[config.mk]
export PLATFORM = sky130hd
export DESIGN_NAME = reaction_session_ctrl_flat
export DESIGN_NICKNAME = d
export VERILOG_FILES = /design/src/rtl/reaction_session_ctrl_if.sv /design/src/rtl/reaction_session_ctrl.sv /design/src/flat_wrapper.sv
export SDC_FILE = /design/constraint.sdc
export NUM_CORES = 1
export LEC_CHECK = 0
export BUFFER_PORTS_ARGS = -buffer_cell sky130_fd_sc_hd__buf_2
export CAP_MARGIN = 20
export CELL_PAD_IN_SITES_DETAIL_PLACEMENT = 1
export CELL_PAD_IN_SITES_GLOBAL_PLACEMENT = 1
export CORE_MARGIN = 5
export CORE_UTILIZATION = 25
export CTS_CLUSTER_SIZE = 30
export DETAILED_ROUTE_END_ITERATION = 8
export GPL_TIMING_DRIVEN = 0
export PLACE_DENSITY = 0.57
export SLEW_MARGIN = 20
export SYNTH_ARGS = -nofsm -noshare
export SYNTH_HDL_FRONTEND = slang
export SYNTH_SLANG_ARGS = --single-unit
[constraint.sdc]
create_clock -name clk -period 3.8 [get_ports clk]
set_clock_uncertainty 0.2 [all_clocks]
set_input_delay 0.95 -clock clk [delete_from_list [all_inputs] [get_ports clk]]
set_output_delay 0.95 -clock clk [all_outputs]
set_load 0.005 [all_outputs]
[src/rtl/reaction_session_ctrl_if.sv]
// reaction_session_ctrl_if
//   Handshake/result bundle for reaction_session_ctrl.
//   master : drives tick_ms (1 kHz strobe), start, enter (debounced pulses);
//            observes LEDs, results and display/done flags.
//   slave  : the controller side of the same signals.
//   TIME_W sets the width of rt_ms, best_ms and avg_ms.
interface reaction_session_ctrl_if #(
  parameter int unsigned TIME_W = 10
);
  logic              tick_ms;
  logic              start;
  logic              enter;
  logic              led_r;
  logic              led_g;
  logic              led_b;
  logic [TIME_W-1:0] rt_ms;
  logic              rt_valid;
  logic [TIME_W-1:0] best_ms;
  logic [TIME_W-1:0] avg_ms;
  logic [3:0]        round_idx;
  logic              done;
  logic              disp_en;

  modport master (
    output tick_ms, start, enter,
    input  led_r, led_g, led_b, rt_ms, rt_valid, best_ms, avg_ms,
           round_idx, done, disp_en
  );

  modport slave (
    input  tick_ms, start, enter,
    output led_r, led_g, led_b, rt_ms, rt_valid, best_ms, avg_ms,
           round_idx, done, disp_en
  );
endinterface

[src/rtl/reaction_session_ctrl.sv]
// reaction_session_ctrl
//   Multi-round reaction-time controller. Generates a pseudo-random wait,
//   times each response in ms against tick_ms, applies early/late penalties
//   and reports last, best and average reaction time for a session of
//   ROUNDS trials.
// Ports:
//   clk  - clock
//   rst  - synchronous, active-high reset
//   bus  - reaction_session_ctrl_if.slave: tick_ms/start/enter in;
//          led_r/g/b, rt_ms, rt_valid, best_ms, avg_ms, round_idx, done,
//          disp_en out
// Build option:
//   REACTION_FALSE_START_RETRY_EN - after the EARLY penalty, retry the same
//   trial with a fresh random wait instead of aborting the session.
module reaction_session_ctrl #(
  parameter int unsigned TIME_W       = 10,
  parameter int unsigned ROUNDS       = 4,
  parameter int unsigned RWAIT_MIN_MS = 1000,
  parameter int unsigned RWAIT_SPAN_W = 11,
  parameter int unsigned LATE_MS      = 1000,
  parameter int unsigned PENALTY_MS   = 5000
) (
  input  logic                  clk,
  input  logic                  rst,
  reaction_session_ctrl_if.slave bus
);

  localparam int unsigned SUM_W  = TIME_W + 4;
  localparam int unsigned RLOG   = $clog2(ROUNDS);
  localparam int unsigned WAIT_W = $clog2(RWAIT_MIN_MS + (1 << RWAIT_SPAN_W) + 1);
  localparam int unsigned PEN_W  = $clog2(PENALTY_MS + 1);

  typedef enum logic [2:0] {
    S_IDLE,
    S_RWAIT,
    S_REACT,
    S_SHOW,
    S_EARLY,
    S_LATE,
    S_SUMMARY
  } state_t;

  state_t state_q, state_d;

  logic [15:0]       lfsr_q;
  logic [WAIT_W-1:0] wait_q;
  logic [TIME_W-1:0] react_q;
  logic [PEN_W-1:0]  pen_q;
  logic [TIME_W-1:0] rt_q;
  logic              rt_valid_q;
  logic [TIME_W-1:0] best_q;
  logic [TIME_W-1:0] avg_q;
  logic [SUM_W-1:0]  sum_q;
  // One bit wider than round_idx so ROUNDS=16 can be recognised.
  logic [4:0]        round_q;

  logic sess_start, load_wait, take_rt, take_avg, abort;
  logic pen_done;
  logic [WAIT_W-1:0] wait_load;

  assign pen_done  = bus.tick_ms && (pen_q == PEN_W'(PENALTY_MS - 1));
  assign wait_load = WAIT_W'(RWAIT_MIN_MS) + WAIT_W'(lfsr_q[RWAIT_SPAN_W-1:0]);

  always_ff @(posedge clk) begin
    if (rst) state_q <= S_IDLE;
    else     state_q <= state_d;
  end

  always_comb begin
    state_d    = state_q;
    sess_start = 1'b0;
    load_wait  = 1'b0;
    take_rt    = 1'b0;
    take_avg   = 1'b0;
    abort      = 1'b0;
    case (state_q)
      S_IDLE, S_SUMMARY: begin
        if (bus.start) begin
          sess_start = 1'b1;
          load_wait  = 1'b1;
          state_d    = S_RWAIT;
        end
      end
      S_RWAIT: begin
        // enter takes priority over a coincident final tick
        if (bus.enter)                                 state_d = S_EARLY;
        else if (bus.tick_ms && wait_q <= WAIT_W'(1))  state_d = S_REACT;
      end
      S_REACT: begin
        if (bus.enter) begin
          take_rt = 1'b1;
          state_d = S_SHOW;
        end else if (bus.tick_ms && react_q == TIME_W'(LATE_MS - 1)) begin
          state_d = S_LATE;
        end
      end
      S_SHOW: begin
        if (bus.start) begin
          if (round_q == 5'(ROUNDS)) begin
            take_avg = 1'b1;
            state_d  = S_SUMMARY;
          end else begin
            load_wait = 1'b1;
            state_d   = S_RWAIT;
          end
        end
      end
      S_EARLY: begin
        if (pen_done) begin
`ifdef REACTION_FALSE_START_RETRY_EN
          load_wait = 1'b1;
          state_d   = S_RWAIT;
`else
          abort   = 1'b1;
          state_d = S_IDLE;
`endif
        end
      end
      S_LATE: begin
        if (pen_done) begin
          abort   = 1'b1;
          state_d = S_IDLE;
        end
      end
      default: state_d = S_IDLE;
    endcase
  end

  always_ff @(posedge clk) begin
    if (rst) begin
      lfsr_q     <= 16'hACE1;
      wait_q     <= '0;
      react_q    <= '0;
      pen_q      <= '0;
      rt_q       <= '0;
      rt_valid_q <= 1'b0;
      best_q     <= '1;
      avg_q      <= '0;
      sum_q      <= '0;
      round_q    <= '0;
    end else begin
      // Galois LFSR, x^16+x^14+x^13+x^11+1
      lfsr_q     <= {1'b0, lfsr_q[15:1]} ^ (lfsr_q[0] ? 16'hB400 : 16'h0000);
      rt_valid_q <= take_rt;

      if (load_wait)
        wait_q <= wait_load;
      else if (state_q == S_RWAIT && bus.tick_ms && wait_q != '0)
        wait_q <= wait_q - WAIT_W'(1);

      // Held at zero outside REACT, so it starts from 0 on every entry.
      // A tick that arrives together with enter is not counted.
      if (state_q != S_REACT)
        react_q <= '0;
      else if (bus.tick_ms && !bus.enter && react_q != TIME_W'(LATE_MS))
        react_q <= react_q + TIME_W'(1);

      if (state_q == S_EARLY || state_q == S_LATE) begin
        if (bus.tick_ms) pen_q <= pen_q + PEN_W'(1);
      end else begin
        pen_q <= '0;
      end

      if (sess_start) begin
        round_q <= '0;
        sum_q   <= '0;
        rt_q    <= '0;
        best_q  <= '1;
      end else if (take_rt) begin
        rt_q    <= react_q;
        sum_q   <= sum_q + SUM_W'(react_q);
        round_q <= round_q + 5'd1;
        if (react_q < best_q) best_q <= react_q;
      end else if (abort) begin
        round_q <= '0;
      end

      if (take_avg) avg_q <= TIME_W'(sum_q >> RLOG);
    end
  end

  logic led_r_s, led_g_s, led_b_s, disp_s, done_s;

  always_comb begin
    led_r_s = 1'b0;
    led_g_s = 1'b0;
    led_b_s = 1'b0;
    disp_s  = 1'b0;
    done_s  = 1'b0;
    case (state_q)
      S_REACT:   led_g_s = 1'b1;
      S_SHOW:    begin led_g_s = 1'b1; disp_s = 1'b1; end
      S_EARLY:   led_r_s = 1'b1;
      S_LATE:    begin led_r_s = 1'b1; led_g_s = 1'b1; end
      S_SUMMARY: begin led_b_s = 1'b1; disp_s = 1'b1; done_s = 1'b1; end
      default:   ;
    endcase
  end

  assign bus.led_r     = led_r_s;
  assign bus.led_g     = led_g_s;
  assign bus.led_b     = led_b_s;
  assign bus.disp_en   = disp_s;
  assign bus.done      = done_s;
  assign bus.rt_ms     = rt_q;
  assign bus.rt_valid  = rt_valid_q;
  assign bus.best_ms   = best_q;
  assign bus.avg_ms    = avg_q;
  assign bus.round_idx = round_q[3:0];

endmodule

[src/flat_wrapper.sv]
// flat-port wrapper written by rule: the top's interface ports become plain ports
module reaction_session_ctrl_flat 
#(
  parameter int unsigned TIME_W       = 10,
  parameter int unsigned ROUNDS       = 4,
  parameter int unsigned RWAIT_MIN_MS = 1000,
  parameter int unsigned RWAIT_SPAN_W = 11,
  parameter int unsigned LATE_MS      = 1000,
  parameter int unsigned PENALTY_MS   = 5000
)
  (clk, rst, bus_tick_ms, bus_start, bus_enter, bus_led_r, bus_led_g, bus_led_b, bus_rt_ms, bus_rt_valid, bus_best_ms, bus_avg_ms, bus_round_idx, bus_done, bus_disp_en);
  reaction_session_ctrl_if #(.TIME_W(TIME_W)) bus_i ();
  input  logic clk;
  input  logic rst;
  input wire logic [$bits(bus_i.tick_ms)-1:0] bus_tick_ms;
  input wire logic [$bits(bus_i.start)-1:0] bus_start;
  input wire logic [$bits(bus_i.enter)-1:0] bus_enter;
  output wire logic [$bits(bus_i.led_r)-1:0] bus_led_r;
  output wire logic [$bits(bus_i.led_g)-1:0] bus_led_g;
  output wire logic [$bits(bus_i.led_b)-1:0] bus_led_b;
  output wire logic [$bits(bus_i.rt_ms)-1:0] bus_rt_ms;
  output wire logic [$bits(bus_i.rt_valid)-1:0] bus_rt_valid;
  output wire logic [$bits(bus_i.best_ms)-1:0] bus_best_ms;
  output wire logic [$bits(bus_i.avg_ms)-1:0] bus_avg_ms;
  output wire logic [$bits(bus_i.round_idx)-1:0] bus_round_idx;
  output wire logic [$bits(bus_i.done)-1:0] bus_done;
  output wire logic [$bits(bus_i.disp_en)-1:0] bus_disp_en;
  assign bus_i.tick_ms = bus_tick_ms;
  assign bus_i.start = bus_start;
  assign bus_i.enter = bus_enter;
  assign bus_led_r = bus_i.led_r;
  assign bus_led_g = bus_i.led_g;
  assign bus_led_b = bus_i.led_b;
  assign bus_rt_ms = bus_i.rt_ms;
  assign bus_rt_valid = bus_i.rt_valid;
  assign bus_best_ms = bus_i.best_ms;
  assign bus_avg_ms = bus_i.avg_ms;
  assign bus_round_idx = bus_i.round_idx;
  assign bus_done = bus_i.done;
  assign bus_disp_en = bus_i.disp_en;
  reaction_session_ctrl #(.TIME_W(TIME_W), .ROUNDS(ROUNDS), .RWAIT_MIN_MS(RWAIT_MIN_MS), .RWAIT_SPAN_W(RWAIT_SPAN_W), .LATE_MS(LATE_MS), .PENALTY_MS(PENALTY_MS)) u_core (.clk(clk), .rst(rst), .bus(bus_i));
endmodule
# After elaboration in Yosys (flattened, before gate mapping)
# Index checks and enable logic that the tools add are counted.
[op_classes]
n_addsub = 6
magnitude_cmp = 2
n_eq_ne = 16
muxes = 30
n_bitwise = 2
reduce_logical = 22
[op_table]
columns = ["operator", "n"]
rows = [
  ["two-way mux 12 bit", 2],
  ["two-way mux 3 bit", 8],
  ["two-way mux 16 bit", 1],
  ["XOR 15 x 16 -> 16 bit", 1],
  ["two-way mux 1 bit", 15],
  ["one-hot mux 3 bit (5 select lines)", 1],
  ["adder 14 x 10 -> 14 bit", 1],
  ["adder 13 x 1 -> 13 bit (second input constant)", 1],
  ["== test 13 bit (second input constant)", 1],
  ["adder 10 x 11 -> 12 bit (first input constant)", 1],
  ["less-or-equal comparator 12 x 1 -> 1 bit (second input constant)", 1],
  ["nonzero test 12 bit", 1],
  ["OR reduction 2 bit", 6],
  ["subtractor 12 x 1 -> 12 bit (second input constant)", 1],
  ["adder 10 x 1 -> 10 bit (second input constant)", 1],
  ["== test 10 bit (second input constant)", 1],
  ["< comparator 10 bit", 1],
  ["two-way mux 5 bit", 2],
  ["inequality test 10 bit (second input constant)", 1],
  ["== test 3 bit (second input constant)", 3],
  ["inequality test 3 x 2 -> 1 bit (second input constant)", 3],
  ["logical AND 1 bit", 7],
  ["== test 3 x 2 -> 1 bit (second input constant)", 2],
  ["adder 5 x 1 -> 5 bit (second input constant)", 1],
  ["13 further kinds", 15],
]
[word_totals]
regBits = 104
input_bits = 5
out_inout_bits = 40
word_cells = 89

# Logic depth before layout (Yosys ltp)
[depth]
word_depth = 6
ltp_mapped = 9
ltp_nobuf = 8

# Least setup slack after synthesis
# No wires, ideal clock.
[synth_path]
kind = "input -> register"
from = "input bus_tick_ms"
to = "register u_core.wait_q[11]"
setup_time_ps = 132
arrival_time_ps = 2089
t_required_ps = 3468
slack_ps = 1379
stages = 7
path_buffers = 1
path_cell_list = "buf_2 -> and4bb_4 -> nand3_2 -> nor3_1 -> mux2_2 -> nand2_1 -> a21oi_1"
[synth_between]
elab_chain_len = 3
[synth_rtl]
columns = ["item", "line_no", "source"]
rows = [
  ["start: declaration", "flat_wrapper.sv:15", "input wire logic [$bits(bus_i.tick_ms)-1:0] bus_tick_ms;"],
  ["logical AND 1 bit (2 in a row)", "reaction_session_ctrl.sv:148", "else if (state_q == S_RWAIT && bus.tick_ms && wait_q != '0)"],
  ["nonzero test 2 bit (no line)", "--", ""],
  ["end signal: assignment", "reaction_session_ctrl.sv:147", "wait_q <= wait_load;"],
  ["end signal: assignment", "reaction_session_ctrl.sv:149", "wait_q <= wait_q - WAIT_W'(1);"],
  ["end: declaration", "reaction_session_ctrl.sv:46", "logic [WAIT_W-1:0] wait_q;"],
]
# Every way passes these cells.
# A chain may end at the register's enable or synchronous reset.

# Worst setup path after layout
[layout_path]
from = "register u_core.state_q[0]"
to = "output bus_led_b"
[layout_between]
elab_chain_len = 2
[layout_rtl]
columns = ["item", "line_no", "source"]
rows = [
  ["start: declaration", "reaction_session_ctrl.sv:43", "state_t state_q, state_d;"],
  ["start signal: assignment", "reaction_session_ctrl.sv:66", "else state_q <= state_d;"],
  ["== test 3 bit", "reaction_session_ctrl.sv:190", "case (state_q)"],
  ["two-way mux 1 bit", "reaction_session_ctrl.sv:190", ""],
  ["end: declaration", "flat_wrapper.sv:20", "output wire logic [$bits(bus_i.led_b)-1:0] bus_led_b;"],
]
# Every way passes these cells.

==> impl_metrics.ini <==
[die]
ioPinCount = 45
dieHeight_um = 153
coreArea_sq_um = 20100
start_util = 0.253
fp-row-count = 52
die_w_um = 153
design.die.area_sq_um = 23300

[power]
p_total_uw = 2940
p_switching_uw = 961
power.leakage_uw = 0.00246
p_int_uw = 1980
pwr-share-seq = 0.429
clkPwrFrac = 0.327
comb_power_share = 0.243
ir_drop_uv = 229
power_density_nw_per_um2 = 495
switching_share = 0.327

[job]
maxCapViolCount = 0

[grt]
grt_pass1_vias = 4591
grt_util_all_layers = 0.122
grt_overflow = 0
grt_max_degree = 16
antenna_found_initial = 0
grt_pass1_wl_um = 23400

[setup_path]
startpoint = u_core.state_q[0]
worstPathCellList = clkbuf_1 -> nor3b_1 -> buf_4 -> buf_2
worst_setup_path_start_kind = flop
cp-end-kind = output pin
reg2reg_from = u_core.react_q[8]
crit_slowest_cell = dfxtp_1
path_class = reg -> out
worstPathArrival_ns = 1.63
worst-path-max-fanout = 10
crit_path_max_incr_delay_ns = 0.49
crit_required_ns = 2.65

[sta]
report.final.slew_viol_count = 0
hold_slack_ns = 0.233
tightest_slew_ns = 0.954
totalNegativeSetupSlack_ns = 0
relSlewSlack = 0.360
hold_viol = 0
min_period_over_period = 0.732
rsz0062_at_grt = false
setup_viol = 0
min_period_ns = 2.78
fmax_ghz = 0.360

[finish]
mostFrequentLayoutCell = dfxtp_1
antennaDiodeCount = 0
finalNonFillerCells = 925
utilization = 0.295
most-common-layout-cells = 102 x dfxtp_1, 71 x nor2_1, 62 x nand2_1
drive_gt1_frac = 0.136
fin_nets = 684
area_delta_synth_final_pct = 16.8

[hold_path]
worstHoldStart = u_core.lfsr_q[12]
hold_class = reg -> reg

[route]
ant_nets = 0
via_count = 4310
routedWlPerCell_um = 15.0
drt-initial-drc-count = 131
routed_wl_um = 13900
vias_per_cell = 4.66
dr.pass1.iters = 4
drc_errors = 0

[placement]
io_buffers = 43
placed_cells = 909
dp_hpwl_um = 10500
place_congestion = 0.797

[synthesis]
synthCells = 596
synth_area_sq_um = 5080
syn-num-nets = 630
ys.flop_type = dfxtp_1
ys_async_sr_fraction = 0
synth_edf_count = 0
synth-seq-cells = 102
yosys_warnings = 0
synth.avg_cell_area_sq_um = 8.53
yosysSeqAreaShare = 0.402
yosys.cell_types.count = 66

[cts]
post_cts_buffers = 0
cts_buffers = 9
clock-root-buffer = clkbuf_16
cts_htree_levels = 3
clock-sinks = 102
cts_tree = built
cts-resized-gates = 0
ctsLongestPathBuffers = 2
clk_latency_ns = 0.35
clk_pin_slew_worst_paths_ns = 0.07
hold_buffers = 0

[status]
status = complete, no violations
-- cell usage after synthesis, drive strengths merged (2+ instances only) --
library cell	number	share of area
a2111oi	2	0.0037
a211o	3	0.0052
a211oi	12	0.018
a21o	4	0.0059
a21oi	41	0.040
a31oi	2	0.0025
and3	5	0.0062
and4	2	0.0034
and4bb	2	0.0057
buf	14	0.017
clkbuf	15	0.011
dfxtp	102	0.40
ha	28	0.069
inv	23	0.017
mux2i	11	0.022
nand2	62	0.046
nand2b	3	0.0037
nand3	37	0.037
nand3b	2	0.0030
nand4	8	0.0098
nor2	72	0.054
nor2b	11	0.014
nor3	13	0.013
nor4	7	0.013
nor4b	2	0.0064
o211ai	5	0.0084
o21a	4	0.0059
o21ai	27	0.027
o22a	2	0.0034
or2	7	0.0086
or3	3	0.0037
or4	4	0.0059
xnor2	20	0.034
xor2	23	0.040
-- routing by layer --
layer  up-vias  global-route usage  wire length [um]
met5         -                   0                 0
met4         0              0.0314               176
met3        13              0.0275               362
met2        33               0.216              6910
met1      2085               0.149              6440
li1       2179                   -                 -
-- path summary, 6_finish.rpt --
path / end / slack [ns] / cells past startpoint
worst max-delay path: bus_led_b / 1.02 / 4
worst min-delay path: u_core.lfsr_q[11] / 0.23 / 1
worst max register to register: u_core.bus.best_ms[5] / 1.28 / 5
worst min register to register: u_core.lfsr_q[11] / 0.23 / 1
-- sequential cells by signal (all words and copies together) (netlist names) --
name	cells
u_core.bus.avg_ms	10
u_core.bus.best_ms	10
u_core.bus.rt_ms	10
u_core.bus.rt_valid	1
u_core.lfsr_q	16
u_core.pen_q	13
u_core.react_q	10
u_core.round_q	5
u_core.state_q	3
u_core.sum_q	12
u_core.wait_q	12
-- power by group through the flow --
stage | Clock, uW | Combinational, uW | Sequential [uW]
after floorplan | 0 | 544 | 1260
after global placement | 0 | 703 | 1280
after detailed placement | 0 | 726 | 1290
after CTS | 1000 | 730 | 1260
after global routing | 1050 | 806 | 1280
final | 962 | 715 | 1260
-- cell families after synthesis --
logic type               after synthesis  share of synthesized area
AND/OR/NAND/NOR                      245                      0.241
buffers and inverters                 52                     0.0460
XOR/XNOR                              43                     0.0741
flip-flops                           102                      0.402
AO/OA/AOI/OAI                        113                      0.141
multiplexers                          12                     0.0239
adder cells (fa/ha/maj)               29                     0.0729
-- worst max-delay path: cells and delay by family, from the launching register on --
kind	cells	cell delay, ns
DFF	1	0.49
and+or+nand+nor	1	0.13
buffers and inverters	3	0.66
-- final cells by class --
| type | instances | area [sq um] |
|---|---|---|
| multi-input cells | 442 | 2810 |
| clock inverters | 4 | 45.0 |
| plain buffers | 29 | 145 |
| inverters | 23 | 88.8 |
| flip-flops and latches | 102 | 2040 |
| well taps | 270 | 338 |
| fillers | 2384 | 14200 |
| repair buffers | 43 | 215 |
| clock buffers | 12 | 256 |
-- through the flow --
stage / instance area [sq um] / worst slack, ns
6_report: 5940 / 1.02
4_1_cts: 5940 / 0.999
2_1_floorplan: 5080 / 1.38
5_1_grt: 5940 / 0.873
3_3_place_gp: 5640 / 0.751
3_5_place_dp: 5640 / 0.786
Power figures use the tool's default switching activity.
